<file path="src/rtl/swg_loop_sequencer.sv">
// Loop-nest step sequencer for the sliding-window generator.
// Staged register port, applied only on a frame boundary.
module swg_loop_sequencer #(
    parameter int LOOP_H_ITERATIONS    = 1,
    parameter int LOOP_W_ITERATIONS    = 1,
    parameter int LOOP_KH_ITERATIONS   = 0,
    parameter int LOOP_KW_ITERATIONS   = 2,
    parameter int LOOP_SIMD_ITERATIONS = 0,
    parameter int HEAD_INCR_SIMD       = 1,
    parameter int HEAD_INCR_KW         = 1,
    parameter int HEAD_INCR_KH         = 1,
    parameter int HEAD_INCR_W          = -1,
    parameter int HEAD_INCR_H          = -1,
    parameter int HEAD_INCR_LAST       = 0,
    parameter int TAIL_INCR_W          = 1,
    parameter int TAIL_INCR_H          = 1,
    parameter int TAIL_INCR_LAST       = 2,
    parameter int INCR_BITWIDTH        = 3,
    parameter int CNT_BITWIDTH         = 8
) (
    input  logic                     ap_clk,
    input  logic                     ap_rst,
    input  logic                     advance,
    output logic [INCR_BITWIDTH-1:0] addr_incr,
    output logic [INCR_BITWIDTH-1:0] tail_incr,
    output logic                     last,
    input  logic                     cfg_we,
    input  logic [3:0]               cfg_addr,
    input  logic [31:0]              cfg_data,
    input  logic                     cfg_commit,
    output logic                     cfg_pending
);

    localparam int CW = CNT_BITWIDTH;
    localparam int IW = INCR_BITWIDTH;

    localparam int L_H    = 0;
    localparam int L_W    = 1;
    localparam int L_KH   = 2;
    localparam int L_KW   = 3;
    localparam int L_SIMD = 4;

    localparam int I_SIMD = 0;
    localparam int I_KW   = 1;
    localparam int I_KH   = 2;
    localparam int I_W    = 3;
    localparam int I_H    = 4;
    localparam int I_LAST = 5;
    localparam int T_W    = 6;
    localparam int T_H    = 7;
    localparam int T_LAST = 8;

    typedef logic [4:0][CW-1:0] cnt_set_t;
    typedef logic [8:0][IW-1:0] inc_set_t;

    localparam cnt_set_t RST_CNT = {
        CW'(LOOP_SIMD_ITERATIONS),
        CW'(LOOP_KW_ITERATIONS),
        CW'(LOOP_KH_ITERATIONS),
        CW'(LOOP_W_ITERATIONS),
        CW'(LOOP_H_ITERATIONS)
    };

    localparam inc_set_t RST_INC = {
        IW'(TAIL_INCR_LAST),
        IW'(TAIL_INCR_H),
        IW'(TAIL_INCR_W),
        IW'(HEAD_INCR_LAST),
        IW'(HEAD_INCR_H),
        IW'(HEAD_INCR_W),
        IW'(HEAD_INCR_KH),
        IW'(HEAD_INCR_KW),
        IW'(HEAD_INCR_SIMD)
    };

    cnt_set_t stg_cnt;
    cnt_set_t stg_cnt_nxt;
    cnt_set_t act_cnt;
    cnt_set_t cnt;
    cnt_set_t step_cnt;
    inc_set_t stg_inc;
    inc_set_t stg_inc_nxt;
    inc_set_t act_inc;

    logic       frame_start;
    logic [4:0] cnt_nz;
    logic       carry;
    logic       apply;
    logic       cfg_data_unused;

    assign cfg_data_unused = ^cfg_data[31:CW];

    always_comb begin
        stg_cnt_nxt = stg_cnt;
        stg_inc_nxt = stg_inc;
        if (cfg_we) begin
            for (int i = 0; i < 5; i++) begin
                if (cfg_addr == 4'(i)) begin
                    stg_cnt_nxt[i] = cfg_data[CW-1:0];
                end
            end
            for (int i = 0; i < 9; i++) begin
                if (cfg_addr == 4'(i + 5)) begin
                    stg_inc_nxt[i] = cfg_data[IW-1:0];
                end
            end
        end
    end

    always_comb begin
        for (int i = 0; i < 5; i++) begin
            cnt_nz[i] = (cnt[i] != '0);
        end
    end

    assign last = ~|cnt_nz;

    always_comb begin
        addr_incr = act_inc[I_LAST];
        priority case (1'b1)
            cnt_nz[L_SIMD]: addr_incr = act_inc[I_SIMD];
            cnt_nz[L_KW]:   addr_incr = act_inc[I_KW];
            cnt_nz[L_KH]:   addr_incr = act_inc[I_KH];
            cnt_nz[L_W]:    addr_incr = act_inc[I_W];
            cnt_nz[L_H]:    addr_incr = act_inc[I_H];
            default:        addr_incr = act_inc[I_LAST];
        endcase
    end

    always_comb begin
        tail_incr = act_inc[T_LAST];
        priority case (1'b1)
            cnt_nz[L_W]: tail_incr = act_inc[T_W];
            cnt_nz[L_H]: tail_incr = act_inc[T_H];
            default:     tail_incr = act_inc[T_LAST];
        endcase
    end

    // Odometer: exhausted inner loops reload, first live one decrements.
    always_comb begin
        step_cnt = cnt;
        carry    = 1'b1;
        for (int i = 4; i >= 0; i--) begin
            if (carry) begin
                if (cnt_nz[i]) begin
                    step_cnt[i] = cnt[i] - CW'(1);
                    carry       = 1'b0;
                end else begin
                    step_cnt[i] = act_cnt[i];
                end
            end
        end
    end

    // A commit landing on the frame-final advance takes effect there.
    always_comb begin
        apply = 1'b0;
        if (advance && last && (cfg_pending || cfg_commit)) begin
            apply = 1'b1;
        end
        if (cfg_pending && frame_start && !advance) begin
            apply = 1'b1;
        end
    end

    always_ff @(posedge ap_clk) begin
        if (ap_rst) begin
            stg_cnt     <= RST_CNT;
            stg_inc     <= RST_INC;
            act_cnt     <= RST_CNT;
            act_inc     <= RST_INC;
            cnt         <= RST_CNT;
            frame_start <= 1'b1;
            cfg_pending <= 1'b0;
        end else begin
            stg_cnt <= stg_cnt_nxt;
            stg_inc <= stg_inc_nxt;
            if (apply) begin
                act_cnt     <= stg_cnt_nxt;
                act_inc     <= stg_inc_nxt;
                cnt         <= stg_cnt_nxt;
                cfg_pending <= 1'b0;
            end else begin
                if (advance) begin
                    cnt <= step_cnt;
                end
                if (cfg_commit) begin
                    cfg_pending <= 1'b1;
                end
            end
            if (advance) begin
                frame_start <= last;
            end
        end
    end

endmodule

</file>
<file path="config.mk">
export PLATFORM = sky130hd
export DESIGN_NAME = swg_loop_sequencer
export DESIGN_NICKNAME = d
export VERILOG_FILES = /design/src/rtl/swg_loop_sequencer.sv
export SDC_FILE = /design/constraint.sdc
export NUM_CORES = 1
export LEC_CHECK = 0
export ABC_AREA = 1
export CELL_PAD_IN_SITES_DETAIL_PLACEMENT = 0
export CELL_PAD_IN_SITES_GLOBAL_PLACEMENT = 1
export CORE_MARGIN = 2
export CORE_UTILIZATION = 43
export DETAILED_ROUTE_END_ITERATION = 12
export HOLD_SLACK_MARGIN = 0.15
export PLACE_DENSITY_LB_ADDON = 0.1
export SLEW_MARGIN = 20
export SYNTH_ARGS = -nofsm -noshare
export SYNTH_HDL_FRONTEND = slang
export SYNTH_SLANG_ARGS = --single-unit
export TNS_END_PERCENT = 10
</file>
<file path="constraint.sdc">
create_clock -name ap_clk -period 2.94 [get_ports ap_clk]
set_clock_uncertainty 0.2 [all_clocks]
set_input_delay 0.588 -clock ap_clk [delete_from_list [all_inputs] [get_ports ap_clk]]
set_output_delay 0.588 -clock ap_clk [all_outputs]
set_load 0.05 [all_outputs]
</file>
==> reports/results.txt, run 1 <==
Post-route insts no fill - 1428
CP required - 2.15 ns
Critical path class - flop to output port
Area occupied by multi-input gates - 0.00373 mm2
Peak fanout along the critical path - 4
Met2 usage - 0.382
HPWL Detailed - 15.3 mm
Antenna violations before repair - 0
Number of synthesized flops with an enable pin - 0
Static leakage - 4.55 nW
Crit path cell chain - inv_4 > ha_4 > nand2_4 > nor2_4 > buf_6 > o21ai_1 > o21ai_1 > o211ai_1 > a21oi_1 > buf_4
Most frequent CP cell - o21ai_1
Fill cells - 1841
IO Port Bufs - 24
Diode count - 0
Maxcap violations - 0
Final hold slack - 0.248 ns
Layout Area Growth over Synthesis - 17.6%
Worst setup margin - 0.0501 ns
Violated checks - DRC
Hold WC Path Type - flop to flop
Number of synthesized register bits - 176
WL/cell - 15.6 um
Routed vias/inst - 4.98
Final Max Slew Viols - 0
GRT busiest layer - met2
Status - complete, but fails checks
Drt first-iter violations - 439
End-of-flow core utilization - 0.518
Final Hold Viols - 0
R2R depth - 11
Row count - 49
GR Util met1 - 0.326
Placed Cells - 1389
Core area - 0.0181 mm2
Ys async rst share - 0
CP peak stage delay - 0.34 ns
Period utilisation layout - 0.983
Fin area - 0.00937 mm2
Post-Syn Nets - 1189
Final setup viols - 0
Maximum number of pins on one net before global-route repair - 53
Share of cells above drive strength 1 - 0.115
Router iterations before antenna repair - 9
Clock Path Buffers - 2
Top_reg_cell synth - dfxtp_1
RePlAce Congestion - 0.817
Clock root buffer - clkbuf_16
Slew @ Worst Pin - 0.895 ns
Remaining DRCs - 1
Max IR drop VDD - 0.000741 V
DR vias - 7107
Register area - 0.00353 mm2
Gate Count Post-Synth - 1139
Crit. End Element - output port
Setup slack at placement - 0.168 ns
Post-Route WL - 22.3 mm
Die X - 140 um
Dpl cell area - 0.00862 mm2
Die height - 140 um
Met3 usage - 0.0379
Antenna Nets Post-Route - 0
Post-synthesis average cell area - 7.00 um2
Initial Util - 0.441
Vias in the first global route - 6709
Htree depth - 4
Mapped Area - 0.00797 mm2
PD cells - 749 mW/mm2
Grt ovf - 0
Yosys warns - 0
Fmax - 346 MHz
Nets - 1236
Critical-path top delay cell - dfxtp_2
Hold-critical path depth - 2
CTS clk-pin slew, worst paths - 0.07 ns
Yosys cell types - 34
Clk Latency, worst-skew pair - 0.44 ns
RSZ-0062 raised after global routing - true
CTS tree - built
Most common cell after layout, fill and taps aside - nand2_1
First-pass GRT wire length - 36.2 mm
Die Footprint - 0.0196 mm2
# IOs - 49
Seq/Total Area, Yosys - 0.442
TritonCTS buffer count - 17
CTS Sinks - 176
Highest-count cells in the layout ignoring fill and taps - nand2_1, dfxtp_1, inv_1, nor2_1, o21ai_0
Total GRT Usage - 0.235
Relative slew slack - 0.403
Final min period - 2.89 ns
CP Launch Type - flop
Crit path DAT - 2.10 ns
==> final cells by class <==
| type | instances | area share |
|---|---|---|
| Multi-Input combinational cell | 769 | 0.398 |
| Sequential cell | 176 | 0.376 |
| Timing Repair Buffer | 76 | 0.0727 |
| Inverter | 146 | 0.0589 |
| Clock buffer | 19 | 0.0483 |
| Tap cell | 229 | 0.0306 |
| Clock inverter | 13 | 0.0151 |
==> kinds of logic (layout without fill, tap and decap cells) <==
family,Yosys count,in the layout,share of synthesized area
adders and majority gates,9,9,0.0141
muxes,5,5,0.00628
xor gates and xnor gates,7,7,0.00769
and+or+nand+nor,524,524,0.279
buffers and inverters,194,254,0.101
AOI/OAI and AO/OA,224,224,0.150
DFF,176,176,0.442
==> per-stage QoR <==
| step | power [W] | setup TNS (ns) |
|---|---|---|
| floorplan | 0.00405 | -0.362 |
| global route | 0.00742 | -0.228 |
| finish | 0.00702 | 0 |
| detailed placement | 0.00468 | 0 |
| global placement | 0.00469 | 0 |
| CTS | 0.00704 | -0.000406 |
==> registers in the layout, summed over array words and instances (netlist names) <==
| name | count |
|---|---|
| act_cnt | 40 |
| act_inc | 27 |
| cfg_pending | 1 |
| cnt | 40 |
| frame_start | 1 |
| stg_cnt | 40 |
| stg_inc | 27 |
==> worst max-delay path, delay by kind of cell (launching register included) <==
kind | cells | cell delay, ns
compound gates | 4 | 0.52
fa+ha+maj | 1 | 0.15
buf+inv | 3 | 0.44
flops | 1 | 0.34
simple gates | 2 | 0.22
==> synthesized netlist by cell type (5+ instances only) <==
cell type | number | area [um2]
clkbuf_1 | 23 | 86.3
a21oi_1 | 70 | 350
buf_6 | 5 | 56.3
nor2_1 | 127 | 477
nor3_1 | 5 | 25.0
nor2_4 | 5 | 56.3
nor2_2 | 6 | 37.5
o22ai_1 | 20 | 125
buf_2 | 12 | 60.1
o21ai_1 | 16 | 80.1
nand3_1 | 87 | 435
ha_1 | 9 | 113
mux2i_1 | 5 | 50.1
nand2_1 | 268 | 1010
buf_4 | 6 | 45.0
dfxtp_1 | 176 | 3520
inv_1 | 145 | 544
xor2_1 | 5 | 43.8
o21ai_0 | 101 | 505
o211ai_1 | 11 | 82.6
nand4_1 | 18 | 113
==> power breakdown <==
part           switching [W]  internal (W)  total [W]  leakage, nW
Sequential         0.0000995       0.00252    0.00262         1.43
Combinational        0.00136      0.000717    0.00208         2.83
Clock                0.00108       0.00125    0.00233        0.297
==> path summary, 6_finish.rpt <==
check,startpoint,slack [ns],endpoint
worst max-delay path,cnt[0],0.05,addr_incr[2]
worst min-delay path,act_cnt[9],0.25,act_cnt[9]
worst max register to register,cnt[24],0.32,cnt[35]
worst min register to register,act_cnt[9],0.25,act_cnt[9]
==> per-layer routing <==
layer | share of wire | up-vias
li1 | - | 3768
met1 | 0.49 | 3209
met2 | 0.46 | 114
met3 | 0.037 | 16
met4 | 0.011 | 0
met5 | 0 | -
==> what timing repair did <==
| action | in CTS | in global routing |
|---|---|---|
| pin swaps | 7 | 9 |
| hold buffers | 0 | 0 |
| gates resized for setup | 15 | 26 |
| setup buffers | 7 | 0 |
| endpoints found under the setup margin | 4 | 7 |
(Power assumes the default switching activity.)
==> run 2, diff against run 1 <==
ABC_CLOCK_PERIOD_IN_PS = 2940   (was not set)
==> results of run 2 <==
Same layout as run 1: the final DEF is identical, and so are final timing and power.
==> run 3, diff against run 2 <==
PLACE_DENSITY = 0.89   (was not set)
PLACE_DENSITY_LB_ADDON = not set   (was 0.1)
==> reports/results.txt, run 3 (synthesized netlist as in run 1, its figures left out) <==
Status - complete, but fails checks
Violated checks - DRC, setup timing
TritonCTS buffer count - 17 (unchanged)
Clk Latency, worst-skew pair - 0.44 ns (about the same)
Critical path class - flop to output port
Max IR drop VDD - 0.000781 V (+5.5%)
Antenna Nets Post-Route - 0 (unchanged)
HPWL Detailed - 14.3 mm (-6.9%)
IO Port Bufs - 24 (unchanged)
Register area - 0.00353 mm2 (about the same)
Maxcap violations - 0 (unchanged)
Nets - 1232 (-0.32%)
Row count - 49 (unchanged)
Drt first-iter violations - 394 (-10%)
Share of cells above drive strength 1 - 0.110 (-0.00547)
Period utilisation layout - 1.00 (+0.0175)
# IOs - 49 (unchanged)
Final Hold Viols - 0 (unchanged)
Maximum number of pins on one net before global-route repair - 49 (-7.5%)
Relative slew slack - 0.402 (-0.00159)
Placed Cells - 1381 (-0.58%)
DR vias - 7273 (+2.3%)
RePlAce Congestion - 0.830 (+1.7%)
WL/cell - 15.0 um (-4.1%)
CP Launch Type - flop
Crit. End Element - output port
Area occupied by multi-input gates - 0.00374 mm2 (+0.23%)
PnR Total Power - 0.00711 W (+1.2%)
Dpl cell area - 0.00856 mm2 (-0.70%)
Final setup viols - 1 (+1)
Slew @ Worst Pin - 0.898 ns (+0.00238 ns)
Most common cell after layout, fill and taps aside - nand2_1
Setup slack at placement - 0.153 ns (-0.0147 ns)
Total GRT Usage - 0.223 (-0.0116)
End-of-flow core utilization - 0.520 (+0.00159)
Core area - 0.0181 mm2 (unchanged)
Final min period - 2.94 ns (+0.0514 ns)
Fmax - 340 MHz (-1.7%)
Static leakage - 4.55 nW (about the same)
Die X - 140 um (unchanged)
Post-Route WL - 21.3 mm (-4.4%)
Htree depth - 4 (unchanged)
Highest-count cells in the layout ignoring fill and taps - nand2_1, dfxtp_1, inv_1, nor2_1, o21ai_0
Die Footprint - 0.0196 mm2 (unchanged)
Peak fanout along the critical path - 6 (+2)
Router iterations before antenna repair - 12 (+3)
Hold WC Path Type - flop to flop
Vias in the first global route - 6813 (+1.6%)
PD cells - 756 mW/mm2 (+0.91%)
Fill cells - 1785 (-3.0%)
Worst setup margin - -0.00124 ns (-0.0514 ns)
Crit path DAT - 2.15 ns (+0.05 ns)
Clock root buffer - clkbuf_16
Routed vias/inst - 5.11 (+2.6%)
Final Max Slew Viols - 0 (unchanged)
CTS tree - built
CTS Sinks - 176 (unchanged)
Post-route insts no fill - 1424 (-0.28%)
Initial Util - 0.441 (unchanged)
RSZ-0062 raised after global routing - true
Grt ovf - 0 (unchanged)
CTS clk-pin slew, worst paths - 0.08 ns (about the same)
Layout Area Growth over Synthesis - 17.9%
CP required - 2.15 ns (about the same)
Clock Path Buffers - 2 (unchanged)
Diode count - 0 (unchanged)
Remaining DRCs - 1 (unchanged)
Largest regs - act_cnt (40), cnt (40), stg_cnt (40)
Antenna violations before repair - 0 (unchanged)
Fin area - 0.00940 mm2 (+0.31%)
First-pass GRT wire length - 34.8 mm (-3.9%)
Die height - 140 um (unchanged)
==> run 3: changes by cell type in the layout (fill, tap and decap cells not counted), sizes merged <==
| cell | previous run | this run |
|---|---|---|
| bufinv | 1 | 0 |
| clkbuf | 19 | 17 |
| clkinv | 4 | 7 |
| buf | 60 | 55 |
| nor2 | 138 | 139 |
==> run 3: area by class of cell <==
type                    count  area share
inverters                 146      0.0587
clock buffers              17      0.0452
flip-flops and latches    176       0.375
clock inverters            15      0.0230
well taps                 229      0.0305
repair buffers             71      0.0695
multi-input cells         770       0.398
==> run 3: critical path, stage by stage, from the launching register on <==
cell	delay, ns
dfxtp_2	0.35
inv_2	0.08
ha_4	0.15
nand2_4	0.06
nor2_4	0.23
inv_2	0.09
buf_12	0.14
a21oi_2	0.10
o21ai_1	0.08
o211ai_1	0.12
a21oi_1	0.11
buf_4	0.20
==> run 3: metrics by stage <==
stage	hold slack, ns	TNS, ns
6_report	0.249	-0.00124
5_1_grt	0.264	-0.284
4_1_cts	0.252	-0.0453
3_5_place_dp	0.236	0
3_3_place_gp	0.230	0
2_1_floorplan	0.213	-0.362
==> run 3: repair_timing <==
item / CTS / global route
pin swaps: 6 / 10
buffers inserted: 5 / 5
setup endpoints to repair: 6 / 7
hold buffers: 0 / 0
resized for setup: 20 / 22
gates cloned: 1 / 0
==> run 3: routing by layer <==
| metal | wire length, um | up-vias | global-route usage |
|---|---|---|---|
| li1 | - | 3774 | - |
| met1 | 10100 | 3345 | 0.301 |
| met2 | 9980 | 129 | 0.362 |
| met3 | 965 | 25 | 0.0458 |
| met4 | 296 | 0 | 0.0665 |
| met5 | 0 | - | 0 |
==> run 3: final timing paths <==
| path | start | end | slack [ns] | depth (start not counted) |
|---|---|---|---|---|
| max | cnt[9] | addr_incr[1] | -0.001 | 11 |
| min | act_cnt[17] | act_cnt[17] | 0.25 | 2 |
| max reg2reg | cnt[16] | cnt[25] | 0.34 | 13 |
| min reg2reg | act_cnt[17] | act_cnt[17] | 0.25 | 2 |
==> run 3: report_power, final <==
part           leakage, nW  internal [W]  switching (W)
combinational         2.82      0.000732        0.00138
sequential            1.43       0.00251       0.000100
clock                0.309       0.00119        0.00119
total                 4.55       0.00444        0.00267
